**config.mk**
```make
export PLATFORM = sky130hd
export DESIGN_NAME = atto_buffered_router
export DESIGN_NICKNAME = d
export VERILOG_FILES = /design/src/rtl/atto_pkg.sv /design/src/rtl/atto_fifo.sv /design/src/rtl/atto_buffered_router.sv
export SDC_FILE = /design/constraint.sdc
export NUM_CORES = 1
export LEC_CHECK = 0
export BUFFER_PORTS_ARGS = -buffer_cell sky130_fd_sc_hd__buf_4
export CORE_MARGIN = 2
export CORE_UTILIZATION = 35
export DETAILED_ROUTE_END_ITERATION = 16
export PLACE_DENSITY = 0.57
export SETUP_SLACK_MARGIN = 0.15
export SYNTH_ARGS = -nofsm -noshare
export SYNTH_HDL_FRONTEND = slang
export SYNTH_HIERARCHICAL = 1
export SYNTH_SLANG_ARGS = --single-unit
```
**constraint.sdc**
```tcl
create_clock -name clka -period 7.05 [get_ports clka]
set_input_delay 1.41 -clock clka [delete_from_list [all_inputs] [get_ports clka]]
set_output_delay 1.41 -clock clka [all_outputs]
set_load 0.02 [all_outputs]
```
**src/rtl/atto_pkg.sv**
```systemverilog
// Shared constants for the atto buffered router: strobe codes, port indices
// and default parameter values.
package atto_pkg;

    localparam int DATA_W_DEF     = 48;
    localparam int HDR_W_DEF      = 8;
    localparam int FIFO_DEPTH_DEF = 4;

    localparam logic [1:0] DP_01 = 2'b01;
    localparam logic [1:0] DP_10 = 2'b10;

    // Input side uses NORTH/EAST/PE, output side uses SOUTH/WEST/PE.
    localparam logic [1:0] NORTH = 2'd0;
    localparam logic [1:0] EAST  = 2'd1;
    localparam logic [1:0] PE    = 2'd2;
    localparam logic [1:0] SOUTH = 2'd0;
    localparam logic [1:0] WEST  = 2'd1;

endpackage

```
**src/rtl/atto_fifo.sv**
```systemverilog
// Per-input flit buffer: power-of-two depth, accepts a push while full
// when the same edge pops.
module atto_fifo
    import atto_pkg::*;
#(
    parameter int DATA_W     = DATA_W_DEF,
    parameter int FIFO_DEPTH = FIFO_DEPTH_DEF
) (
    input  logic              clk,
    input  logic              rst_n,
    input  logic              push,
    input  logic [DATA_W-1:0] din,
    input  logic              pop,
    output logic [DATA_W-1:0] dout,
    output logic              empty,
    output logic              full
);

    localparam int AW = $clog2(FIFO_DEPTH);

    logic [DATA_W-1:0] mem [FIFO_DEPTH];
    logic [AW-1:0]     wr_ptr;
    logic [AW-1:0]     rd_ptr;
    logic [AW:0]       count;
    logic              do_push;
    logic              do_pop;

    assign empty   = (count == '0);
    assign full    = (count == (AW+1)'(FIFO_DEPTH));
    assign do_pop  = pop && !empty;
    assign do_push = push && (!full || do_pop);
    assign dout    = mem[rd_ptr];

    // Storage is not reset; count and pointers alone define what is valid.
    always_ff @(posedge clk) begin
        if (do_push) mem[wr_ptr] <= din;
    end

    always_ff @(posedge clk or negedge rst_n) begin
        if (!rst_n) begin
            wr_ptr <= '0;
            rd_ptr <= '0;
            count  <= '0;
        end else begin
            if (do_push) wr_ptr <= wr_ptr + AW'(1);
            if (do_pop)  rd_ptr <= rd_ptr + AW'(1);
            if (do_push && !do_pop)      count <= count + (AW+1)'(1);
            else if (do_pop && !do_push) count <= count - (AW+1)'(1);
        end
    end

endmodule

```
**src/rtl/atto_buffered_router.sv**
```systemverilog
// Three-input buffered mesh router with two-phase strobe/toggle-ack links,
// XY routing and a round-robin arbiter per output.
module atto_buffered_router
    import atto_pkg::*;
#(
    parameter int DATA_W     = DATA_W_DEF,
    parameter int HDR_W      = HDR_W_DEF,
    parameter int FIFO_DEPTH = FIFO_DEPTH_DEF
) (
    input  logic                    clka,
    input  logic                    rsta,
    input  logic [DATA_W-1:0]       north_channel_din,
    input  logic [DATA_W-1:0]       east_channel_din,
    input  logic [DATA_W-1:0]       pe_channel_din,
    input  logic [1:0]              north_diff_pair_din,
    input  logic [1:0]              east_diff_pair_din,
    input  logic [1:0]              pe_diff_pair_din,
    output logic                    north_ack_dout,
    output logic                    east_ack_dout,
    output logic                    r2pe_ack_dout,
    output logic [DATA_W-1:0]       south_channel_dout,
    output logic [DATA_W-1:0]       west_channel_dout,
    output logic [DATA_W-HDR_W-1:0] pe_channel_dout,
    output logic [1:0]              south_diff_pair_dout,
    output logic [1:0]              west_diff_pair_dout,
    output logic [1:0]              pe_diff_pair_dout,
    input  logic                    south_ack_din,
    input  logic                    west_ack_din,
    input  logic                    pe_ack_din
);

    localparam int CW = HDR_W / 2;
    localparam int PW = DATA_W - HDR_W;

    logic [DATA_W-1:0] in_data   [3];
    logic [1:0]        in_pair   [3];
    logic [1:0]        last_code [3];
    logic [DATA_W-1:0] head      [3];
    logic [1:0]        dest      [3];
    logic [2:0]        in_ack;
    logic [2:0]        accept;
    logic [2:0]        pop;
    logic [2:0]        empty;
    logic [2:0]        full;

    logic [1:0]        out_pair  [3];
    logic [1:0]        grant_src [3];
    logic [1:0]        prio      [3];
    logic [2:0]        out_ack;
    logic [2:0]        ack_copy;
    logic [2:0]        pending;
    logic [2:0]        grant;
    logic [DATA_W-1:0] south_q;
    logic [DATA_W-1:0] west_q;
    logic [PW-1:0]     pe_q;

    assign in_data[NORTH] = north_channel_din;
    assign in_data[EAST]  = east_channel_din;
    assign in_data[PE]    = pe_channel_din;
    assign in_pair[NORTH] = north_diff_pair_din;
    assign in_pair[EAST]  = east_diff_pair_din;
    assign in_pair[PE]    = pe_diff_pair_din;
    assign out_ack[SOUTH] = south_ack_din;
    assign out_ack[WEST]  = west_ack_din;
    assign out_ack[PE]    = pe_ack_din;

    assign north_ack_dout       = in_ack[NORTH];
    assign east_ack_dout        = in_ack[EAST];
    assign r2pe_ack_dout        = in_ack[PE];
    assign south_channel_dout   = south_q;
    assign west_channel_dout    = west_q;
    assign pe_channel_dout      = pe_q;
    assign south_diff_pair_dout = out_pair[SOUTH];
    assign west_diff_pair_dout  = out_pair[WEST];
    assign pe_diff_pair_dout    = out_pair[PE];

    function automatic logic [1:0] rr_next(input logic [1:0] base, input logic [1:0] step);
        logic [2:0] s;
        s = {1'b0, base} + {1'b0, step};
        return (s >= 3'd3) ? 2'(s - 3'd3) : s[1:0];
    endfunction

    function automatic logic [1:0] route(input logic [DATA_W-1:0] f);
        if (f[DATA_W-1 -: CW] != '0)      return WEST;
        if (f[DATA_W-1-CW -: CW] != '0)   return SOUTH;
        return PE;
    endfunction

    function automatic logic [DATA_W-1:0] dec_x(input logic [DATA_W-1:0] f);
        logic [DATA_W-1:0] r;
        r = f;
        r[DATA_W-1 -: CW] = f[DATA_W-1 -: CW] - CW'(1);
        return r;
    endfunction

    function automatic logic [DATA_W-1:0] dec_y(input logic [DATA_W-1:0] f);
        logic [DATA_W-1:0] r;
        r = f;
        r[DATA_W-1-CW -: CW] = f[DATA_W-1-CW -: CW] - CW'(1);
        return r;
    endfunction

    // A pop at this edge frees a slot, so a full FIFO may still accept.
    for (genvar i = 0; i < 3; i++) begin : g_in
        assign accept[i] = (in_pair[i] == DP_01 || in_pair[i] == DP_10) &&
                           (in_pair[i] != last_code[i]) && (!full[i] || pop[i]);
        assign dest[i]   = route(head[i]);

        atto_fifo #(
            .DATA_W    (DATA_W),
            .FIFO_DEPTH(FIFO_DEPTH)
        ) u_fifo (
            .clk  (clka),
            .rst_n(rsta),
            .push (accept[i]),
            .din  (in_data[i]),
            .pop  (pop[i]),
            .dout (head[i]),
            .empty(empty[i]),
            .full (full[i])
        );
    end

    always_comb begin
        grant = '0;
        pop   = '0;
        for (int o = 0; o < 3; o++) grant_src[o] = NORTH;
        for (int o = 0; o < 3; o++) begin
            for (int k = 0; k < 3; k++) begin
                if (!pending[o] && !grant[o] &&
                    !empty[rr_next(prio[o], 2'(k))] &&
                    dest[rr_next(prio[o], 2'(k))] == 2'(o)) begin
                    grant[o]     = 1'b1;
                    grant_src[o] = rr_next(prio[o], 2'(k));
                    pop[rr_next(prio[o], 2'(k))] = 1'b1;
                end
            end
        end
    end

    always_ff @(posedge clka or negedge rsta) begin
        if (!rsta) begin
            south_q <= '0;
            west_q  <= '0;
            pe_q    <= '0;
        end else begin
            if (grant[SOUTH]) south_q <= dec_y(head[grant_src[SOUTH]]);
            if (grant[WEST])  west_q  <= dec_x(head[grant_src[WEST]]);
            if (grant[PE])    pe_q    <= head[grant_src[PE]][PW-1:0];
        end
    end

    // Grant requires idle, so grant and ack-return never coincide on one output.
    always_ff @(posedge clka or negedge rsta) begin
        if (!rsta) begin
            in_ack   <= '0;
            ack_copy <= '0;
            pending  <= '0;
            for (int i = 0; i < 3; i++) begin
                last_code[i] <= DP_10;
                out_pair[i]  <= DP_10;
                prio[i]      <= NORTH;
            end
        end else begin
            for (int i = 0; i < 3; i++) begin
                if (accept[i]) begin
                    last_code[i] <= in_pair[i];
                    in_ack[i]    <= ~in_ack[i];
                end
            end
            for (int o = 0; o < 3; o++) begin
                if (grant[o]) begin
                    out_pair[o] <= ~out_pair[o];
                    pending[o]  <= 1'b1;
                    prio[o]     <= rr_next(grant_src[o], 2'd1);
                end else if (pending[o] && (out_ack[o] != ack_copy[o])) begin
                    pending[o]  <= 1'b0;
                    ack_copy[o] <= out_ack[o];
                end
            end
        end
    end

endmodule

```
==> impl_metrics.py <==
metrics = {
    "logic_synthesis": {
        "synth_flop_cell": "edfxtp_1",
        "synthArstFlopShare": 0.242,
        "synth_top_area_share": 0.538,
        "synth_cell_types": 79,
        "synth_cells": 2027,
        "synth-seq-area-share": 0.682,
        "yosys_register_bits": 760,
        "yosysWarningCount": 6,
        "syn_area_sq_mm": 0.0321,
        "yosys.area.top_type": "edfxtp_1",
        "syn_area_per_cell_sq_um": 15.9,
        "synthesis.nets": 2217,
        "synth_edf_count": 576,
        "synth_area_leaders": "edfxtp_1 (54%), dfrtp_1 (14%), mux4_2 (10%), a21oi_1 (2.9%), mux2i_1 (2.7%)",
    },
    "drt": {
        "drtPass1Iterations": 5,
        "drc": 0,
        "wl_per_cell_microns": 25.0,
        "drt-initial-drc-count": 1699,
        "via_count": 18812,
        "drt_wl_total_microns": 89300,
        "final_antenna_net_count": 0,
        "vias_per_cell": 5.26,
    },
    "clock_network": {
        "ctsLongestPathBuffers": 3,
        "postCtsHoldBufs": 0,
        "cts_buffers": 78,
        "post-cts-setup-buffers": 0,
        "root_buffer": "clkbuf_16",
        "htree_num_levels": 3,
        "clkSinkCount": 760,
        "path_clk_slew_ns": 0.06,
        "cts_tree": "built",
        "post_cts_resized": 0,
        "clk_latency_ns": 0.63,
    },
    "layout": {
        "most-common-layout-cells": "edfxtp_1 (576), buf_4 (335), a21oi_1 (189), dfrtp_1 (172), nand2_1 (154)",
        "stdcell_area_sq_mm": 0.0381,
        "multi_input_area_sq_mm": 0.00935,
        "layout-drive-gt1-share": 0.277,
        "seq_area_sq_mm": 0.0219,
        "nFillCells": 8215,
        "area_growth_pct": 18.5,
        "finalNetCount": 2510,
        "finalNonFillerCells": 3574,
        "final_common_cell": "edfxtp_1",
    },
    "critical_path": {
        "path_cells": "mux4_2, nor4_1, and4_1, o21bai_1, a2111oi_1, a32oi_1, and4bb_2, nor2_1, a21boi_2, and2_2, buf_4",
        "path_max_fanout": 30,
        "cpPeakStageDelay_ns": 1.00,
        "criticalPathCategory": "flip-flop to flip-flop",
        "cp-end-kind": "flip-flop",
        "cp_slowest_cell": "nor4_1",
        "worst-endpoint-required_ns": 7.37,
        "regToRegSetupSlack_ns": 1.05,
        "arrival_ns": 6.32,
        "startpoint_type": "flip-flop",
    },
    "timing": {
        "rsz0062_at_grt": "false",
        "post-route-min-period_ns": 6.00,
        "fin_setup_tns_ns": 0,
        "setup_violations": 0,
        "holdWs_ns": 0.480,
        "fmax_mhz": 167,
        "relSlewSlack": 0.218,
        "period_share": 0.851,
        "hold_viol": 0,
        "finalMaxSlewViolations": 0,
        "finClkSkew_ns": 0.0257,
        "tightest_slew_ns": 1.16,
    },
    "pwr": {
        "power_w": 0.0189,
        "power_density_mw_per_mm2": 497,
        "ir_worst_vdd_mv": 0.256,
        "leakage_nw": 14.6,
    },
    "die": {
        "initial_utilization": 0.352,
        "die-area_sq_mm": 0.0943,
        "core-area_sq_mm": 0.0914,
        "die_x_microns": 307,
        "ioPinCount": 300,
        "die_h_microns": 307,
        "num_rows": 111,
    },
    "grt": {
        "grt_util_all_layers": 0.187,
        "grt_max_degree": 103,
        "grt_pass1_wl_microns": 129000,
        "grt_pass1_vias": 18820,
        "antenna_found_initial": 18,
        "overflow": 0,
    },
    "placement": {
        "dpl.cell_count": 3426,
        "placedInstanceArea_sq_mm": 0.0355,
        "io_buffers": 299,
        "routabilityCongestion": 0.934,
        "hpwlAfterDp_microns": 63500,
    },
    "hold_path": {
        "hp-class": "flip-flop to flip-flop",
    },
    "run_status": {
        "status": "finished, final reports clean",
    },
    "flow_run": {
        "maxCapViolCount": 0,
    },
}
final timing paths:
path / endpoint / start / cells after the start
min in group asynchronous: west_diff_pair_dout[0]$_DFFE_PN0P_ / rsta / 1
worst max-delay path: g_in[0].u_fifo/mem[3][9]$_DFFE_PP_ / g_in[2].u_fifo/rd_ptr[0]$_DFFE_PN0P_ / 11
worst min-delay path: pe_channel_dout[9]$_DFFE_PN0P_ / pe_channel_dout[9]$_DFFE_PN0P_ / 1
max in group asynchronous: ack_copy[2]$_DFFE_PN0P_ / rsta / 2
worst max register to register: g_in[0].u_fifo/mem[3][9]$_DFFE_PP_ / g_in[2].u_fifo/rd_ptr[0]$_DFFE_PN0P_ / 11
worst min register to register: pe_channel_dout[9]$_DFFE_PN0P_ / pe_channel_dout[9]$_DFFE_PN0P_ / 1
kinds of logic (layout without fill, tap and decap cells):
group | Yosys count | after routing | share of synthesized area
compound gates | 393 | 393 | 0.0749
xor+xnor | 33 | 33 | 0.00899
simple gates | 396 | 396 | 0.0570
other cells | 0 | 4 | 0
buf+inv | 164 | 521 | 0.0299
fa+ha+maj | 36 | 36 | 0.0146
flops | 760 | 760 | 0.682
mux | 245 | 245 | 0.133
power breakdown:
part	switching (W)	internal (W)	total [W]
combinational	0.00506	0.00299	0.00805
clock	0.00171	0.00247	0.00418
sequential	0.000607	0.00607	0.00668
worst max-delay path, delay by kind of cell (launching register included):
| family | cells | cell delay, ns |
|---|---|---|
| AO/OA/AOI/OAI | 4 | 1.58 |
| AND/OR/NAND/NOR | 5 | 2.64 |
| flip-flops | 1 | 0.54 |
| buffers and inverters | 1 | 0.33 |
| multiplexers | 1 | 0.59 |
registers in the layout, summed over array words and instances (netlist names):
signal and cells:
last_code 6, west_diff_pair_dout 2, pe_diff_pair_dout 2, g_in.u_fifo/wr_ptr 6, ack_copy 3, prio 6, south_diff_pair_dout 2, pe_channel_dout 40
g_in.u_fifo/count 9, south_channel_dout 48, in_ack 3, west_channel_dout 48, g_in.u_fifo/mem 576, g_in.u_fifo/rd_ptr 6, pending 3
routing by layer:
metal	global-route usage	up-vias	wire [microns]
li1	-	8378	-
met1	0.267	9624	39800
met2	0.279	651	39700
met3	0.0510	133	7050
met4	0.0587	26	2570
met5	0	-	158
area by class of cell:
class | count | share of cell area
Sequential cell | 760 | 0.576
Multi-Input combinational cell | 1103 | 0.246
Timing Repair Buffer | 337 | 0.0669
Clock buffer | 111 | 0.0594
Tap cell | 1186 | 0.0390
Clock inverter | 33 | 0.00917
Inverter | 40 | 0.00394
Antenna cell | 4 | 0.000263
synthesized netlist by cell type (5+ instances only):
| master | instances |
|---|---|
| inv_1 | 37 |
| or4_1 | 5 |
| ha_1 | 32 |
| clkbuf_1 | 55 |
| mux2i_1 | 86 |
| a21o_1 | 43 |
| dfrtp_1 | 178 |
| nor4_1 | 11 |
| buf_2 | 26 |
| nor3_1 | 20 |
| nand2b_1 | 5 |
| buf_12 | 15 |
| nand3_1 | 7 |
| a21oi_1 | 189 |
| o21ai_0 | 18 |
| o21ai_1 | 50 |
| mux2_2 | 14 |
| nand2_1 | 155 |
| nor2_1 | 139 |
| and2_1 | 15 |
| buf_1 | 13 |
| nand3b_1 | 5 |
| a211oi_1 | 41 |
| xor2_1 | 14 |
| mux4_2 | 144 |
| buf_4 | 12 |
| xnor2_1 | 19 |
| edfxtp_1 | 576 |
| dfstp_2 | 6 |
stage by stage:
step | util | setup slack, ns
detailed placement | 0.388 | 1.15
finish | 0.417 | 1.05
global placement | 0.388 | 1.23
floorplan | - | 1.80
CTS | 0.417 | 1.14
global route | 0.417 | 0.793
(Power assumes the default switching activity.)
